$ cat config.mk
export PLATFORM = sky130hd
export DESIGN_NAME = rc522_spi_responder
export DESIGN_NICKNAME = d
export VERILOG_FILES = /design/src/rtl/rc522_spi_responder.sv
export SDC_FILE = /design/constraint.sdc
export NUM_CORES = 2
export LEC_CHECK = 0
export CORE_ASPECT_RATIO = 0.75
export CORE_MARGIN = 2
export CORE_UTILIZATION = 25
export DETAILED_ROUTE_END_ITERATION = 12
export DONT_BUFFER_PORTS = 1
export HOLD_SLACK_MARGIN = 0.05
export SLEW_MARGIN = 20
export SYNTH_ARGS = -nofsm -noshare
export SYNTH_HDL_FRONTEND = slang
export SYNTH_SLANG_ARGS = --single-unit
$ cat constraint.sdc
create_clock -name clk -period 11.6 [get_ports clk]
set_clock_uncertainty 0.1 [all_clocks]
set_input_delay 0.58 -clock clk [delete_from_list [all_inputs] [get_ports clk]]
set_output_delay 0.58 -clock clk [all_outputs]
set_load 0.05 [all_outputs]
$ cat src/rtl/rc522_spi_responder.sv
// RC522 register-interface SPI slave (mode 0, MSB first).
// Serves a 64x8 register file plus a FIFO behind FIFODataReg. A host push
// port preloads FIFO bytes, and every SPI register write is exposed on a
// one-cycle observe strobe.
//
// Handshake note: there is no ready/backpressure anywhere. host_push is
// accepted every clk it is high, and reg_wr_valid is a single-cycle
// qualifier for reg_wr_addr/reg_wr_data with no ready.
module rc522_spi_responder #(
    parameter int         FIFO_DEPTH = 64,
    parameter logic [7:0] VERSION    = 8'h92
) (
    input  logic       clk,
    input  logic       rst,
    input  logic       cs,
    input  logic       sck,
    input  logic       mosi,
    output logic       miso,
    input  logic       host_push,
    input  logic [7:0] host_data,
    output logic [6:0] fifo_level,
    output logic       fifo_full,
    output logic       reg_wr_valid,
    output logic [5:0] reg_wr_addr,
    output logic [7:0] reg_wr_data,
    output logic       busy
);

    localparam int PW = (FIFO_DEPTH > 1) ? $clog2(FIFO_DEPTH) : 1;
    localparam logic [PW-1:0] PTR_ONE = 1;

    localparam logic [1:0] ST_IDLE  = 2'd0;
    localparam logic [1:0] ST_ADDR  = 2'd1;
    localparam logic [1:0] ST_WRITE = 2'd2;
    localparam logic [1:0] ST_READ  = 2'd3;

    localparam logic [5:0] A_ERROR      = 6'h06;
    localparam logic [5:0] A_FIFO_DATA  = 6'h09;
    localparam logic [5:0] A_FIFO_LEVEL = 6'h0A;
    localparam logic [5:0] A_VERSION    = 6'h37;

    // synchronizers and edge history
    logic       cs_meta, cs_sync, cs_prev;
    logic       sck_meta, sck_sync, sck_prev;
    logic       mosi_meta, mosi_sync;
    logic [1:0] settle;
    logic       armed;

    // transaction state
    logic [1:0] state;
    logic [2:0] bit_cnt;
    logic [6:0] rx_shift;
    logic [6:0] tx_shift;
    logic [5:0] cur_addr;
    logic       pend_rd;
    logic [5:0] pend_addr;

    // storage
    logic [7:0]    regs [64];
    logic [7:0]    mem  [FIFO_DEPTH];
    logic [PW-1:0] wr_ptr, rd_ptr;
    logic [6:0]    level;
    logic          ovfl;

    // decoded events
    logic          cs_fall, cs_rise, sck_rise, sck_fall, active;
    logic [7:0]    rx_byte;
    logic          byte_done, spi_wr, spi_push, flush, tx_load, pop_req;
    logic [7:0]    rd_data, load_byte;
    logic          do_pop, spi_ok, host_ok, ovfl_set;
    logic [7:0]    avail, host_need;
    logic [PW-1:0] host_ptr;

    // Two-flop synchronizers. cs resets high so busy is low in reset; the
    // armed flag keeps a transaction already in flight at reset release from
    // being decoded until cs has been seen high after the chain settles.
    always_ff @(posedge clk) begin
        if (rst) begin
            cs_meta   <= 1'b1;
            cs_sync   <= 1'b1;
            cs_prev   <= 1'b1;
            sck_meta  <= 1'b0;
            sck_sync  <= 1'b0;
            sck_prev  <= 1'b0;
            mosi_meta <= 1'b0;
            mosi_sync <= 1'b0;
            settle    <= 2'd0;
            armed     <= 1'b0;
        end else begin
            cs_meta   <= cs;
            cs_sync   <= cs_meta;
            cs_prev   <= cs_sync;
            sck_meta  <= sck;
            sck_sync  <= sck_meta;
            sck_prev  <= sck_sync;
            mosi_meta <= mosi;
            mosi_sync <= mosi_meta;
            if (settle != 2'd2) settle <= settle + 2'd1;
            if (settle == 2'd2 && cs_sync) armed <= 1'b1;
        end
    end

    // Edge decode and per-clk transaction events.
    always_comb begin
        cs_fall   = armed & cs_prev & ~cs_sync;
        cs_rise   = ~cs_prev & cs_sync;
        sck_rise  = sck_sync & ~sck_prev;
        sck_fall  = ~sck_sync & sck_prev;
        active    = (state != ST_IDLE) && !cs_rise;
        rx_byte   = {rx_shift, mosi_sync};
        byte_done = active && sck_rise && (bit_cnt == 3'd7);
        spi_wr    = byte_done && (state == ST_WRITE);
        spi_push  = spi_wr && (cur_addr == A_FIFO_DATA);
        flush     = spi_wr && (cur_addr == A_FIFO_LEVEL) && rx_byte[7];
        tx_load   = active && sck_fall && (bit_cnt == 3'd0);
        pop_req   = tx_load && pend_rd && (pend_addr == A_FIFO_DATA);
    end

    // Read mux for the pending response byte, evaluated at the tx load.
    always_comb begin
        rd_data = regs[pend_addr];
        case (pend_addr)
            A_FIFO_DATA:  rd_data = (level != 7'd0) ? mem[rd_ptr] : 8'h00;
            A_FIFO_LEVEL: rd_data = {1'b0, level};
            A_ERROR:      rd_data = {3'b000, ovfl, 4'b0000};
            A_VERSION:    rd_data = VERSION;
            default:      rd_data = regs[pend_addr];
        endcase
        load_byte = pend_rd ? rd_data : 8'h00;
    end

    // FIFO admission: a pop frees its slot first, the SPI byte goes ahead of
    // the host byte, and a flush swallows any host push without overflow.
    always_comb begin
        do_pop    = pop_req && (level != 7'd0);
        avail     = 8'(FIFO_DEPTH) - {1'b0, level} + {7'd0, do_pop};
        host_need = spi_push ? 8'd2 : 8'd1;
        spi_ok    = spi_push && (avail >= 8'd1);
        host_ok   = host_push && !flush && (avail >= host_need);
        ovfl_set  = (spi_push && !spi_ok) || (host_push && !flush && !host_ok);
        host_ptr  = spi_ok ? (wr_ptr + PTR_ONE) : wr_ptr;
    end

    // FIFO pointers, occupancy and the sticky BufferOvfl flag.
    always_ff @(posedge clk) begin
        if (rst || flush) begin
            wr_ptr <= '0;
            rd_ptr <= '0;
            level  <= 7'd0;
            ovfl   <= 1'b0;
        end else begin
            if (do_pop) rd_ptr <= rd_ptr + PTR_ONE;
            wr_ptr <= wr_ptr + PW'(spi_ok) + PW'(host_ok);
            level  <= level - 7'(do_pop) + 7'(spi_ok) + 7'(host_ok);
            if (ovfl_set) ovfl <= 1'b1;
        end
    end

    // FIFO payload storage; contents need no reset.
    always_ff @(posedge clk) begin
        if (spi_ok)  mem[wr_ptr]   <= rx_byte;
        if (host_ok) mem[host_ptr] <= host_data;
    end

    // Plain register storage; special registers are decoded elsewhere.
    always_ff @(posedge clk) begin
        if (rst) begin
            for (int i = 0; i < 64; i++) regs[i] <= 8'h00;
        end else if (spi_wr && cur_addr != A_ERROR && cur_addr != A_FIFO_DATA &&
                     cur_addr != A_FIFO_LEVEL && cur_addr != A_VERSION) begin
            regs[cur_addr] <= rx_byte;
        end
    end

    // Transaction FSM: bit counting, address decode and miso shifting.
    always_ff @(posedge clk) begin
        if (rst) begin
            state     <= ST_IDLE;
            bit_cnt   <= 3'd0;
            rx_shift  <= 7'd0;
            tx_shift  <= 7'd0;
            miso      <= 1'b0;
            cur_addr  <= 6'd0;
            pend_rd   <= 1'b0;
            pend_addr <= 6'd0;
        end else if (cs_rise) begin
            state    <= ST_IDLE;
            bit_cnt  <= 3'd0;
            tx_shift <= 7'd0;
            miso     <= 1'b0;
            pend_rd  <= 1'b0;
        end else if (cs_fall) begin
            state    <= ST_ADDR;
            bit_cnt  <= 3'd0;
            rx_shift <= 7'd0;
            tx_shift <= 7'd0;
            miso     <= 1'b0;
            pend_rd  <= 1'b0;
        end else if (state != ST_IDLE) begin
            if (sck_rise) begin
                rx_shift <= rx_byte[6:0];
                bit_cnt  <= bit_cnt + 3'd1;
                if (bit_cnt == 3'd7) begin
                    case (state)
                        ST_ADDR: begin
                            cur_addr  <= rx_byte[6:1];
                            pend_addr <= rx_byte[6:1];
                            if (rx_byte[7]) begin
                                state   <= ST_READ;
                                pend_rd <= 1'b1;
                            end else begin
                                state   <= ST_WRITE;
                            end
                        end
                        ST_READ: pend_addr <= rx_byte[6:1];
                        default: ;
                    endcase
                end
            end else if (sck_fall) begin
                if (bit_cnt == 3'd0) begin
                    tx_shift <= load_byte[6:0];
                    miso     <= load_byte[7];
                end else begin
                    tx_shift <= {tx_shift[5:0], 1'b0};
                    miso     <= tx_shift[6];
                end
            end
        end
    end

    // Write-observe strobe, one clk per accepted SPI write byte.
    always_ff @(posedge clk) begin
        if (rst) begin
            reg_wr_valid <= 1'b0;
            reg_wr_addr  <= 6'd0;
            reg_wr_data  <= 8'h00;
        end else begin
            reg_wr_valid <= spi_wr;
            if (spi_wr) begin
                reg_wr_addr <= cur_addr;
                reg_wr_data <= rx_byte;
            end
        end
    end

    assign fifo_level = level;
    assign fifo_full  = (level == 7'(FIFO_DEPTH));
    assign busy       = ~cs_sync;

endmodule

==> impl_metrics.tcl <==
set metrics [dict create \
    status "complete, no violations" \
    synthFlopType "edfxtp_1" \
    cts_tree "built" \
    grt_util_all_layers_pct 14.2 \
    yosys-top-cells-area "edfxtp_1 (55%), mux2_2 (10%), mux4_2 (8.6%), and2_1 (5.4%), dfxtp_1 (3.3%)" \
    worstPathArrival_ns 7.08 \
    drive_above_1_share_pct 30.4 \
    synth-seq-area-share_pct 58.6 \
    initialDrtViolationCount 4335 \
    syn_to_final_growth_pct 12.6 \
    setup_viol 0 \
    antenna_found_initial 5 \
    core-area_um2 220000 \
    first_pass_iters 5 \
    io_buffers 0 \
    viasPerCell 5.00 \
    routed_wl_um 164000 \
    ir_drop_uv 143 \
    final_area_um2 62600 \
    synth_top_area_share_pct 55.4 \
    path_cells "inv_1 > ha_1 > nand4bb_1 > o2111ai_1 > or4_1 > ha_1 > inv_1 > ha_1 > nor2b_1 > o21ai_0 > a211oi_4 > a21oi_4 > nand4_1 > o21ai_0" \
    power.density_nw_per_um2 140 \
    grt.overflow.total 0 \
    root_buffer "clkbuf_16" \
    cpMostUsedCell "ha_1" \
    clkSinkCount 1115 \
    fin_crit_sh_pct 59.0 \
    insertion_delay_ns 0.76 \
    critPathKind "reg2reg" \
    max_slew_margin_pct 18.7 \
    ios 39 \
    async_flop_share_pct 0 \
    die_w_um 548 \
    fp.dieH_um 412 \
    tritoncts.num_buffers 111 \
    synth-seq-cells 1115 \
    avgSynthCellArea_um2 14.9 \
    hpwl_um 98700 \
    finalSetupTns_ns 0 \
    yosysUniqueCellTypes 81 \
    grt_start_max_net_pins 83 \
    grt_first_pass_wirelength_um 238000 \
    rows 149 \
    ctsHoldBuffers 12 \
    crit_fanout 13 \
    slowest_delay_ns 1.25 \
    synth_edf_count 1024 \
    finalPower_mw 8.78 \
    wl_per_cell_um 24.8 \
    worstMarginPinSlew_ns 1.22 \
    crit_required_ns 11.85 \
    cts_setup_buffers 0 \
    dieArea_um2 226000 \
    grt_pass1_vias 31900 \
    hold_path_class "in2reg" \
    fmax_ghz 0.146 \
    rsz0062_at_grt "no" \
    routabilityCongestion 0.833 \
    fillers 22000 \
    yosysWarnings 0 \
    hold_viol_final 0 \
    path_clk_slew_ns 0.06 \
    synth.most_common_cell "edfxtp_1" \
    cts_max_level 3 \
    nNetsFinal 3629 \
    startpoint_type "register" \
    start_util_pct 25.2 \
    endpoint_kind "register" \
    post-synth-top-area-cell "edfxtp_1" \
    cap_violations 0 \
    dpl_cell_area_um2 58500 \
    post-route-util_pct 28.4 \
    ys_top_cells_by_count "edfxtp_1 (1024), mux2_2 (511), and2_1 (483)" \
    min_period_ns 6.84 \
    slew_violations 0 \
    drc_errors 0 \
    synth.cell_area_um2 55500 \
    leakage_nw 21.1 \
    cts-resized-gates 0 \
    drtAntennaViolNets 0 \
    syn_inst 3717 \
    vias 33200 \
    slowest_stage "o21ai_0" \
    clockBufferDepth 3 \
]
==> per-layer routing <==
layer | routed length, um | vias to the layer above | global-route usage, %
li1 | - | 14000 | -
met1 | 74600 | 17400 | 21.3
met2 | 71000 | 1633 | 20.9
met3 | 15100 | 192 | 2.78
met4 | 3680 | 0 | 3.40
met5 | 0 | - | 0
==> cell type report <==
cell class	count	area, um2	area share [%]
diodes	3	7.51	0.0120
flip-flops and latches	1115	32600	52.1
multi-input cells	2268	21700	34.6
clock buffers	136	2950	4.72
well taps	2944	3680	5.89
inverters	31	116	0.186
clock inverters	72	816	1.30
repair buffers	63	691	1.10
==> kinds of logic (layout without fill, tap and decap cells) <==
logic type	Yosys count	after routing	synth area share (%)
DFF	1115	1115	58.6
buffers and inverters	365	302	2.71
muxes	907	907	22.4
and+or+nand+nor	953	953	11.0
adders and majority gates	25	25	0.604
xor gates and xnor gates	24	24	0.412
other	1	35	0.00675
AOI/OAI and AO/OA	327	327	4.28
==> worst max-delay path: cells and delay by family (launching register included) <==
kind / cells / cell delay (ns)
compound gates: 5 / 2.55
fa+ha+maj: 3 / 0.79
buf+inv: 2 / 0.29
flops: 1 / 0.83
simple gates: 4 / 1.89
==> report_power, final <==
group	switching [mW]	internal (mW)	total, mW
Combinational	0.314	0.154	0.469
Sequential	0.0854	4.44	4.53
Clock	1.66	2.13	3.79
Total	2.06	6.73	8.78
==> metrics by stage <==
stage	setup WS [ns]	hold WS, ns	std cells
6_report	4.76	0.157	6632
5_1_grt	4.31	0.123	6630
4_1_cts	4.65	0.0753	6628
3_5_place_dp	4.64	0.309	6408
3_3_place_gp	4.68	0.293	6407
2_1_floorplan	6.04	0.289	3748
==> sequential cells by signal, summed over array words and instances (netlist names), 2 cells and up, named ones only <==
name / count
reg_wr_addr: 6
cur_addr: 6
rx_shift: 7
mem: 512
regs: 512
tx_shift: 7
settle: 2
rd_ptr: 6
pend_addr: 6
state: 2
fifo_level: 7
bit_cnt: 3
reg_wr_data: 8
wr_ptr: 6
==> path summary, 6_finish.rpt <==
path | start | cells past startpoint | slack [ns] | to
max | fifo_level[2] | 14 | 4.76 | mem[46][2]
min | rst | 2 | 0.16 | mosi_sync
max reg2reg | fifo_level[2] | 14 | 4.76 | mem[46][2]
min reg2reg | cs_meta | 1 | 0.32 | cs_sync
==> placed cells by master, fill, tap and decap left out, drive strengths merged, types with 8 or more instances in the layout <==
cell    Yosys  layout
clkbuf    262     137
mux4      212     212
mux2      519     519
nand2      49      49
xor2        9       9
or2        68      68
clkinv      0      51
a22oi      42      42
xnor2      15      15
a21oi      36      36
and2      483     483
buf        72      59
inv        31      31
nor2      179     179
nor4       26      26
nand4      42      42
a211oi      9       9
o21ai      79      79
edfxtp   1024    1024
a221oi     65      65
o21bai     31      31
bufinv      0      14
nand2b      8       8
dfxtp      91      91
nor2b      27      27
o211ai     15      15
ha         22      22
nand3      24      24
mux2i     176     176
conb        1      32
No activity file was read; power rests on OpenSTA's default activity.
